<file path="config.mk">
export PLATFORM = sky130hd
export DESIGN_NAME = multicycle_control
export DESIGN_NICKNAME = d
export VERILOG_FILES = /design/src/rtl/multicycle_control.sv
export SDC_FILE = /design/constraint.sdc
export NUM_CORES = 1
export LEC_CHECK = 0
export CAP_MARGIN = 25
export CORE_AREA = 2 2 63 125
export CTS_BUF_LIST = sky130_fd_sc_hd__clkbuf_4
export CTS_CLUSTER_SIZE = 12
export DETAILED_ROUTE_END_ITERATION = 7
export DIE_AREA = 0 0 65 127
export GPL_ROUTABILITY_DRIVEN = 0
export PLACE_DENSITY = 0.77
export SLEW_MARGIN = 15
export SYNTH_ARGS = -nofsm -noshare
export SYNTH_HDL_FRONTEND = slang
export SYNTH_SLANG_ARGS = --single-unit
</file>
<file path="constraint.sdc">
create_clock -name clk -period 7.6 [get_ports clk]
set_input_delay 2.28 -clock clk [delete_from_list [all_inputs] [get_ports clk]]
set_output_delay 2.28 -clock clk [all_outputs]
set_load 0.02 [all_outputs]
</file>
<file path="src/rtl/multicycle_control.sv">
// Multi-cycle RV32I control FSM: FETCH/DECODE/EXEC/MEM/WB with memory-timeout and illegal-class traps.
// Optional performance counters are enabled by defining CTRL_PERF_CNT_EN.
module multicycle_control #(
    parameter int unsigned MEM_TIMEOUT = 255,
    parameter int unsigned CNT_W       = 32
) (
    input  logic             clk,
    input  logic             rst,
    input  logic             is_alu_reg,
    input  logic             is_alu_imm,
    input  logic             is_branch,
    input  logic             is_jal,
    input  logic             is_jalr,
    input  logic             is_lui,
    input  logic             is_auipc,
    input  logic             is_load,
    input  logic             is_store,
    input  logic             is_system,
    input  logic [2:0]       funct3,
    input  logic             branch_taken,
    input  logic             imem_ready,
    input  logic             dmem_ready,
    output logic             imem_req,
    output logic             dmem_req,
    output logic             mem_read,
    output logic             mem_write,
    output logic             ir_write,
    output logic             reg_write,
    output logic             pc_write,
    output logic [1:0]       pc_src,
    output logic             alu_src,
    output logic [1:0]       alu_op,
    output logic [2:0]       imm_sel,
    output logic [1:0]       wb_sel,
    output logic [1:0]       op1_sel,
    output logic             halted,
    output logic             trap,
    output logic [1:0]       trap_cause,
    output logic [CNT_W-1:0] cycle_cnt,
    output logic [CNT_W-1:0] instret_cnt
);

    localparam logic [2:0] IMM_NONE = 3'd0;
    localparam logic [2:0] IMM_I    = 3'd1;
    localparam logic [2:0] IMM_S    = 3'd2;
    localparam logic [2:0] IMM_B    = 3'd3;
    localparam logic [2:0] IMM_U    = 3'd4;
    localparam logic [2:0] IMM_J    = 3'd5;

    localparam logic [1:0] WB_ALU = 2'd0;
    localparam logic [1:0] WB_MEM = 2'd1;
    localparam logic [1:0] WB_PC4 = 2'd2;

    localparam logic [1:0] OP1_RS1  = 2'd0;
    localparam logic [1:0] OP1_PC   = 2'd1;
    localparam logic [1:0] OP1_ZERO = 2'd2;

    localparam logic [1:0] CAUSE_ILLEGAL = 2'd1;
    localparam logic [1:0] CAUSE_IMEM    = 2'd2;
    localparam logic [1:0] CAUSE_DMEM    = 2'd3;

    localparam bit          TIMEOUT_EN = (MEM_TIMEOUT != 0);
    localparam int unsigned WAIT_W     = (MEM_TIMEOUT > 1) ? $clog2(MEM_TIMEOUT) : 1;
    localparam logic [WAIT_W-1:0] WAIT_LAST = WAIT_W'((MEM_TIMEOUT == 0) ? 0 : MEM_TIMEOUT - 1);

    typedef enum logic [2:0] {
        S_FETCH,
        S_DECODE,
        S_EXEC,
        S_MEM,
        S_WB,
        S_HALT,
        S_TRAP
    } state_t;

    state_t            state;
    state_t            nxt;
    logic [WAIT_W-1:0] wait_cnt;
    logic [3:0]        flag_cnt;
    logic              c_load;
    logic              c_store;
    logic              c_branch;
    logic              c_jump;
    logic              pc_write_q;
    logic [1:0]        pc_src_q;

    logic              n_imem_req;
    logic              n_dmem_req;
    logic              n_mem_read;
    logic              n_mem_write;
    logic              n_reg_write;
    logic              n_pc_write;
    logic [1:0]        n_pc_src;
    logic              n_alu_src;
    logic [1:0]        n_alu_op;
    logic [2:0]        n_imm_sel;
    logic [1:0]        n_wb_sel;
    logic [1:0]        n_op1_sel;
    logic              n_halted;
    logic              n_trap;
    logic [1:0]        n_cause;

    always_comb begin
        flag_cnt = 4'(is_alu_reg) + 4'(is_alu_imm) + 4'(is_branch) + 4'(is_jal)
                 + 4'(is_jalr) + 4'(is_lui) + 4'(is_auipc) + 4'(is_load)
                 + 4'(is_store) + 4'(is_system);

        nxt     = state;
        n_cause = trap_cause;
        case (state)
            S_FETCH: begin
                if (imem_ready) begin
                    nxt = S_DECODE;
                end else if (TIMEOUT_EN && wait_cnt == WAIT_LAST) begin
                    nxt     = S_TRAP;
                    n_cause = CAUSE_IMEM;
                end
            end
            S_DECODE: begin
                if (flag_cnt != 4'd1) begin
                    nxt     = S_TRAP;
                    n_cause = CAUSE_ILLEGAL;
                end else if (is_system) begin
                    nxt = S_HALT;
                end else begin
                    nxt = S_EXEC;
                end
            end
            S_EXEC: begin
                if (c_branch || c_jump) begin
                    nxt = S_FETCH;
                end else if (c_load || c_store) begin
                    nxt = S_MEM;
                end else begin
                    nxt = S_WB;
                end
            end
            S_MEM: begin
                if (dmem_ready) begin
                    nxt = c_load ? S_WB : S_FETCH;
                end else if (TIMEOUT_EN && wait_cnt == WAIT_LAST) begin
                    nxt     = S_TRAP;
                    n_cause = CAUSE_DMEM;
                end
            end
            S_WB:    nxt = S_FETCH;
            S_HALT:  nxt = S_HALT;
            S_TRAP:  nxt = S_TRAP;
            default: nxt = S_TRAP;
        endcase

        // Registered Moore outputs are computed for the state being entered.
        n_imem_req  = 1'b0;
        n_dmem_req  = 1'b0;
        n_mem_read  = 1'b0;
        n_mem_write = 1'b0;
        n_reg_write = 1'b0;
        n_pc_write  = 1'b0;
        n_pc_src    = 2'd0;
        n_alu_src   = 1'b0;
        n_alu_op    = 2'b00;
        n_imm_sel   = IMM_NONE;
        n_wb_sel    = WB_ALU;
        n_op1_sel   = OP1_RS1;
        case (nxt)
            S_FETCH: n_imem_req = 1'b1;
            S_EXEC: begin
                n_alu_src = 1'b1;
                if (is_alu_reg) begin
                    n_alu_src = 1'b0;
                    n_alu_op  = 2'b10;
                end else if (is_alu_imm) begin
                    n_alu_op  = (funct3 == 3'b000) ? 2'b00 : 2'b10;
                    n_imm_sel = IMM_I;
                end else if (is_load) begin
                    n_imm_sel = IMM_I;
                end else if (is_store) begin
                    n_imm_sel = IMM_S;
                end else if (is_branch) begin
                    n_alu_src  = 1'b0;
                    n_alu_op   = 2'b01;
                    n_imm_sel  = IMM_B;
                    n_pc_write = 1'b1;
                end else if (is_jal) begin
                    n_imm_sel   = IMM_J;
                    n_op1_sel   = OP1_PC;
                    n_reg_write = 1'b1;
                    n_wb_sel    = WB_PC4;
                    n_pc_write  = 1'b1;
                    n_pc_src    = 2'd1;
                end else if (is_jalr) begin
                    n_imm_sel   = IMM_I;
                    n_reg_write = 1'b1;
                    n_wb_sel    = WB_PC4;
                    n_pc_write  = 1'b1;
                    n_pc_src    = 2'd2;
                end else if (is_lui) begin
                    n_imm_sel = IMM_U;
                    n_op1_sel = OP1_ZERO;
                end else if (is_auipc) begin
                    n_imm_sel = IMM_U;
                    n_op1_sel = OP1_PC;
                end
            end
            S_MEM: begin
                n_dmem_req  = 1'b1;
                n_mem_read  = c_load;
                n_mem_write = c_store;
            end
            S_WB: begin
                n_reg_write = 1'b1;
                n_wb_sel    = c_load ? WB_MEM : WB_ALU;
                n_pc_write  = 1'b1;
            end
            default: ;
        endcase

        n_halted = halted | (nxt == S_HALT);
        n_trap   = trap | (nxt == S_TRAP);
    end

    always_ff @(posedge clk) begin
        if (rst) begin
            // Reset lands directly in FETCH, so the fetch request is already up.
            state      <= S_FETCH;
            wait_cnt   <= '0;
            c_load     <= 1'b0;
            c_store    <= 1'b0;
            c_branch   <= 1'b0;
            c_jump     <= 1'b0;
            imem_req   <= 1'b1;
            dmem_req   <= 1'b0;
            mem_read   <= 1'b0;
            mem_write  <= 1'b0;
            reg_write  <= 1'b0;
            pc_write_q <= 1'b0;
            pc_src_q   <= 2'd0;
            alu_src    <= 1'b0;
            alu_op     <= 2'b00;
            imm_sel    <= IMM_NONE;
            wb_sel     <= WB_ALU;
            op1_sel    <= OP1_RS1;
            halted     <= 1'b0;
            trap       <= 1'b0;
            trap_cause <= 2'd0;
        end else begin
            state      <= nxt;
            imem_req   <= n_imem_req;
            dmem_req   <= n_dmem_req;
            mem_read   <= n_mem_read;
            mem_write  <= n_mem_write;
            reg_write  <= n_reg_write;
            pc_write_q <= n_pc_write;
            pc_src_q   <= n_pc_src;
            alu_src    <= n_alu_src;
            alu_op     <= n_alu_op;
            imm_sel    <= n_imm_sel;
            wb_sel     <= n_wb_sel;
            op1_sel    <= n_op1_sel;
            halted     <= n_halted;
            trap       <= n_trap;
            trap_cause <= n_cause;

            if (state == S_DECODE) begin
                c_load   <= is_load;
                c_store  <= is_store;
                c_branch <= is_branch;
                c_jump   <= is_jal | is_jalr;
            end

            if (nxt != state && (nxt == S_FETCH || nxt == S_MEM)) begin
                wait_cnt <= '0;
            end else if ((state == S_FETCH && !imem_ready) || (state == S_MEM && !dmem_ready)) begin
                wait_cnt <= wait_cnt + 1'b1;
            end
        end
    end

    // Ready-qualified strobes: the IR latch and store completion happen in the ready cycle itself.
    assign ir_write = imem_req & imem_ready;
    assign pc_write = pc_write_q | (mem_write & dmem_ready);
    assign pc_src   = (state == S_EXEC && c_branch) ? {1'b0, branch_taken} : pc_src_q;

`ifdef CTRL_PERF_CNT_EN
    logic [CNT_W-1:0] cycle_q;
    logic [CNT_W-1:0] instret_q;

    always_ff @(posedge clk) begin
        if (rst) begin
            cycle_q   <= '0;
            instret_q <= '0;
        end else begin
            cycle_q <= cycle_q + 1'b1;
            if (pc_write) begin
                instret_q <= instret_q + 1'b1;
            end
        end
    end

    assign cycle_cnt   = cycle_q;
    assign instret_cnt = instret_q;
`else
    assign cycle_cnt   = '0;
    assign instret_cnt = '0;
`endif

endmodule

</file>
==> impl_results.md <==
* Cell Rows at 44
* Yosys reg bits at 37
* Clock slew at reported path FFs at around 0.13 ns
* Ports at 105
* Worst path max stage delay at ~0.61 ns
* CTS sink count at 37
* Initial detailed-routing violation count at approximately 80
* Type of origin of the critical path: primary input
* Buffers added on ports at 40
* Crit Path Category: primary input to register
* MaxCap Viol Count at 0
* WL/cell at around 13 µm
* Hold path depth at 2
* Initial Utilization at 0.347
* Die Height at around 130 µm
* Logic gate share of total power at 0.405
* Setup Skew at 0.0124 ns
* Placed Cells at 403
* Critical path data arrival time at 6.93 ns
* CP max FO at 14
* Final instance area at between 2000 and 3000 µm²
* Post-synth top area share at 0.296
* Ant. Diodes at 0
* Clock network power share at 0.229
* Placed Instance Area at 2730 µm²
* FMAX at 150 MHz
* CP Cell Sequence: clkdlybuf4s50_1 -> fa_1 -> fa_1 -> inv_1 -> fa_1 -> inv_1 -> ha_1 -> inv_1 -> fa_1 -> a2111oi_4 -> o2111ai_2 -> a221oi_4 -> o21ai_2 -> nor4b_1
* First-pass GRT wire length at between 8000 and 9000 µm
* Worst reg-to-reg path cell count at 5
* Post-route DRC violation count at 0
* Via count at 1929
* DP Worst Slack at 0.539 ns
* Initial DRT Pass Iterations at 4
* Setup_tns at 0 ns
* Setup repair after global routing missed its margin: false
* Layout cells sized above 1 at 0.0690
* Slew Viols, Final at 0
* Area grow syn2layout at 12.4%
* Maximum vdd drop at 0.0878 mV
* PwrDens at roughly 220 nW/µm²
* Top cell type by total area after synthesis: dfxtp_1
* Post-Syn Area per Cell at around 8.9 µm²
* Slew @ Worst Pin at around 0.67 ns
* Insertion delay to the later sink of the worst-skew pair at ~0.35 ns
* Synth Flop Type: dfxtp_1
* Max-slew headroom at 0.556
* CP Capture Type: register
* Net Sw Frac at 0.401
* DPL Wire Length at between 4000 and 5000 µm
* Core area at 7210 µm²
* Stages on the worst setup path at 14
* Bufs and invs on worst path at 4
* Number of global-route vias before repair at 1849
* Mapped Area at 2500 µm²
* Worst hold slack at 0.455 ns
* Cell Int Power at roughly 0.37 mW
* Worst path slowest cell: clkdlybuf4s50_1
* TritonCTS clock tree: built
* Hold_buf cts at 0
* Seq pwr share at 0.366
* Final period util at 0.878
* Die span in x at 65 µm
* H-tree Lvls at 2
* CTS Buffer Depth at 2
* Area contributors post-synth: dfxtp_1 30%, buf_4 20%, fa_1 4.8%, a211oi_1 3.0%, nor2_1 3.0%
* Delay-heaviest family, CP: adder cells
* Antenna Nets Post-Route at 0
* Vias per cell at 4.69
* Yosys warns at 0
* Psw at 0.250 mW
* Postcts setup bufs at 0
* Fin crit period at between 6 and 7 ns
* HP Class: register to register
* Async set or reset register ratio after synthesis at 0
* Final Hold Vio Count at 0
* Resized cells post-CTS at 0
* Final setup fails at 0
* Post-synth EDFFs at 0
* Syn Inst Count at 280
* Largest net degree at the start of global routing at 26
* Final worst setup slack at ~0.9 ns
* Total gr overflow at 0
* All-Layer GR Usage at 0.132
* Initial antenna violation count at 0
* DIE AREA at 8260 µm²
* Leakage at 1.10 nW
* Required @ worst endpoint at just under 8 ns
* Most frequent CP cell: fa_1
* TritonCTS buffer count at 5
* CTS root buf: clkbuf_4
* Nets at 347
* Count of cell types in the netlist at 55
* Routed WL at 5400 µm
* Outcome: complete, no violations
* Post-synthesis sequential area ratio at 0.296
* Final std cells w/o fill at 411
## power by group through the flow
stage          sequential (mW)  combinational [mW]  clock (mW)
6_report                 0.229               0.253       0.143
5_1_grt                  0.231               0.276       0.152
4_1_cts                  0.228               0.252       0.145
3_5_place_dp             0.232               0.250           0
3_3_place_gp             0.231               0.243           0
2_1_floorplan            0.232               0.215           0
## final cells by class
class / count / area (µm²)
Fill cell: 746 / 4400
Multi-Input combinational cell: 214 / 1400
Sequential cell: 37 / 741
Timing Repair Buffer: 41 / 408
Tap cell: 92 / 115
Inverter: 19 / 71.3
Clock inverter: 3 / 43.8
Clock buffer: 5 / 37.5
## through the flow
stage / util / total power, mW
after global routing: 0.390 / 0.659
after global placement: 0.379 / 0.475
after floorplan: - / 0.447
after CTS: 0.390 / 0.625
after detailed placement: 0.379 / 0.483
final: 0.390 / 0.624
## final timing paths
| kind | slack, ns | endpoint | from |
|---|---|---|---|
| worst max-delay path | 0.93 | mem_write | is_jal |
| worst max register to register | 5.19 | wait_cnt[4] | state[0] |
| worst min register to register | 0.46 | trap | trap |
| worst min-delay path | 0.46 | trap | trap |
## flip-flops by register name, indices dropped and copies added, names as in the netlist, 2 cells and up
signal and cells:
trap_cause 2, wait_cnt 8, op1_sel 2, state 3
imm_sel 3, wb_sel 2, pc_src_q 2, alu_op 2
## metal layers
| metal | track usage | wire, µm |
|---|---|---|
| met1 | 0.119 | 1760 |
| met3 | 0.0317 | 395 |
| met5 | 0 | 0 |
| met4 | 0.0488 | 105 |
| met2 | 0.267 | 3130 |
## cell usage in the layout, fill, tap and decap left out, drive strengths merged, types with 5 or more instances in the layout
| cell type | n |
|---|---|
| o21ai | 7 |
| inv | 20 |
| ha | 5 |
| nor4 | 8 |
| fa | 6 |
| nand3 | 6 |
| and2 | 5 |
| a21oi | 8 |
| conb | 64 |
| nor3 | 14 |
| clkdlybuf4s50 | 40 |
| dfxtp | 37 |
| clkbuf | 5 |
| xor2 | 6 |
| nor2 | 20 |
| a211oi | 10 |
| o211ai | 5 |
## logic make-up after synthesis
family / share of synthesized area
AOI/OAI and AO/OA: 0.175
adders and majority gates: 0.0730
other: 0.00150
buffers and inverters: 0.241
and+or+nand+nor: 0.177
DFF: 0.296
xor gates and xnor gates: 0.0245
muxes: 0.0125
## Yosys cell counts (6+ instances only)
cell,n
a211oi_1,10
a21oi_1,8
buf_4,65
dfxtp_1,37
fa_1,6
inv_1,19
nand3_1,6
nor2_1,20
nor3_1,13
nor4_1,6
o21ai_0,6
xor2_1,6
## worst register-to-register path: stages, from the launching register on
cell and delay [ns]:
dfxtp_1 0.59, inv_1 0.20, nor3_4 0.43, a22o_1 0.46, o211ai_1 0.31, a211oi_1 0.33
No activity file was read; power rests on OpenSTA's default activity.
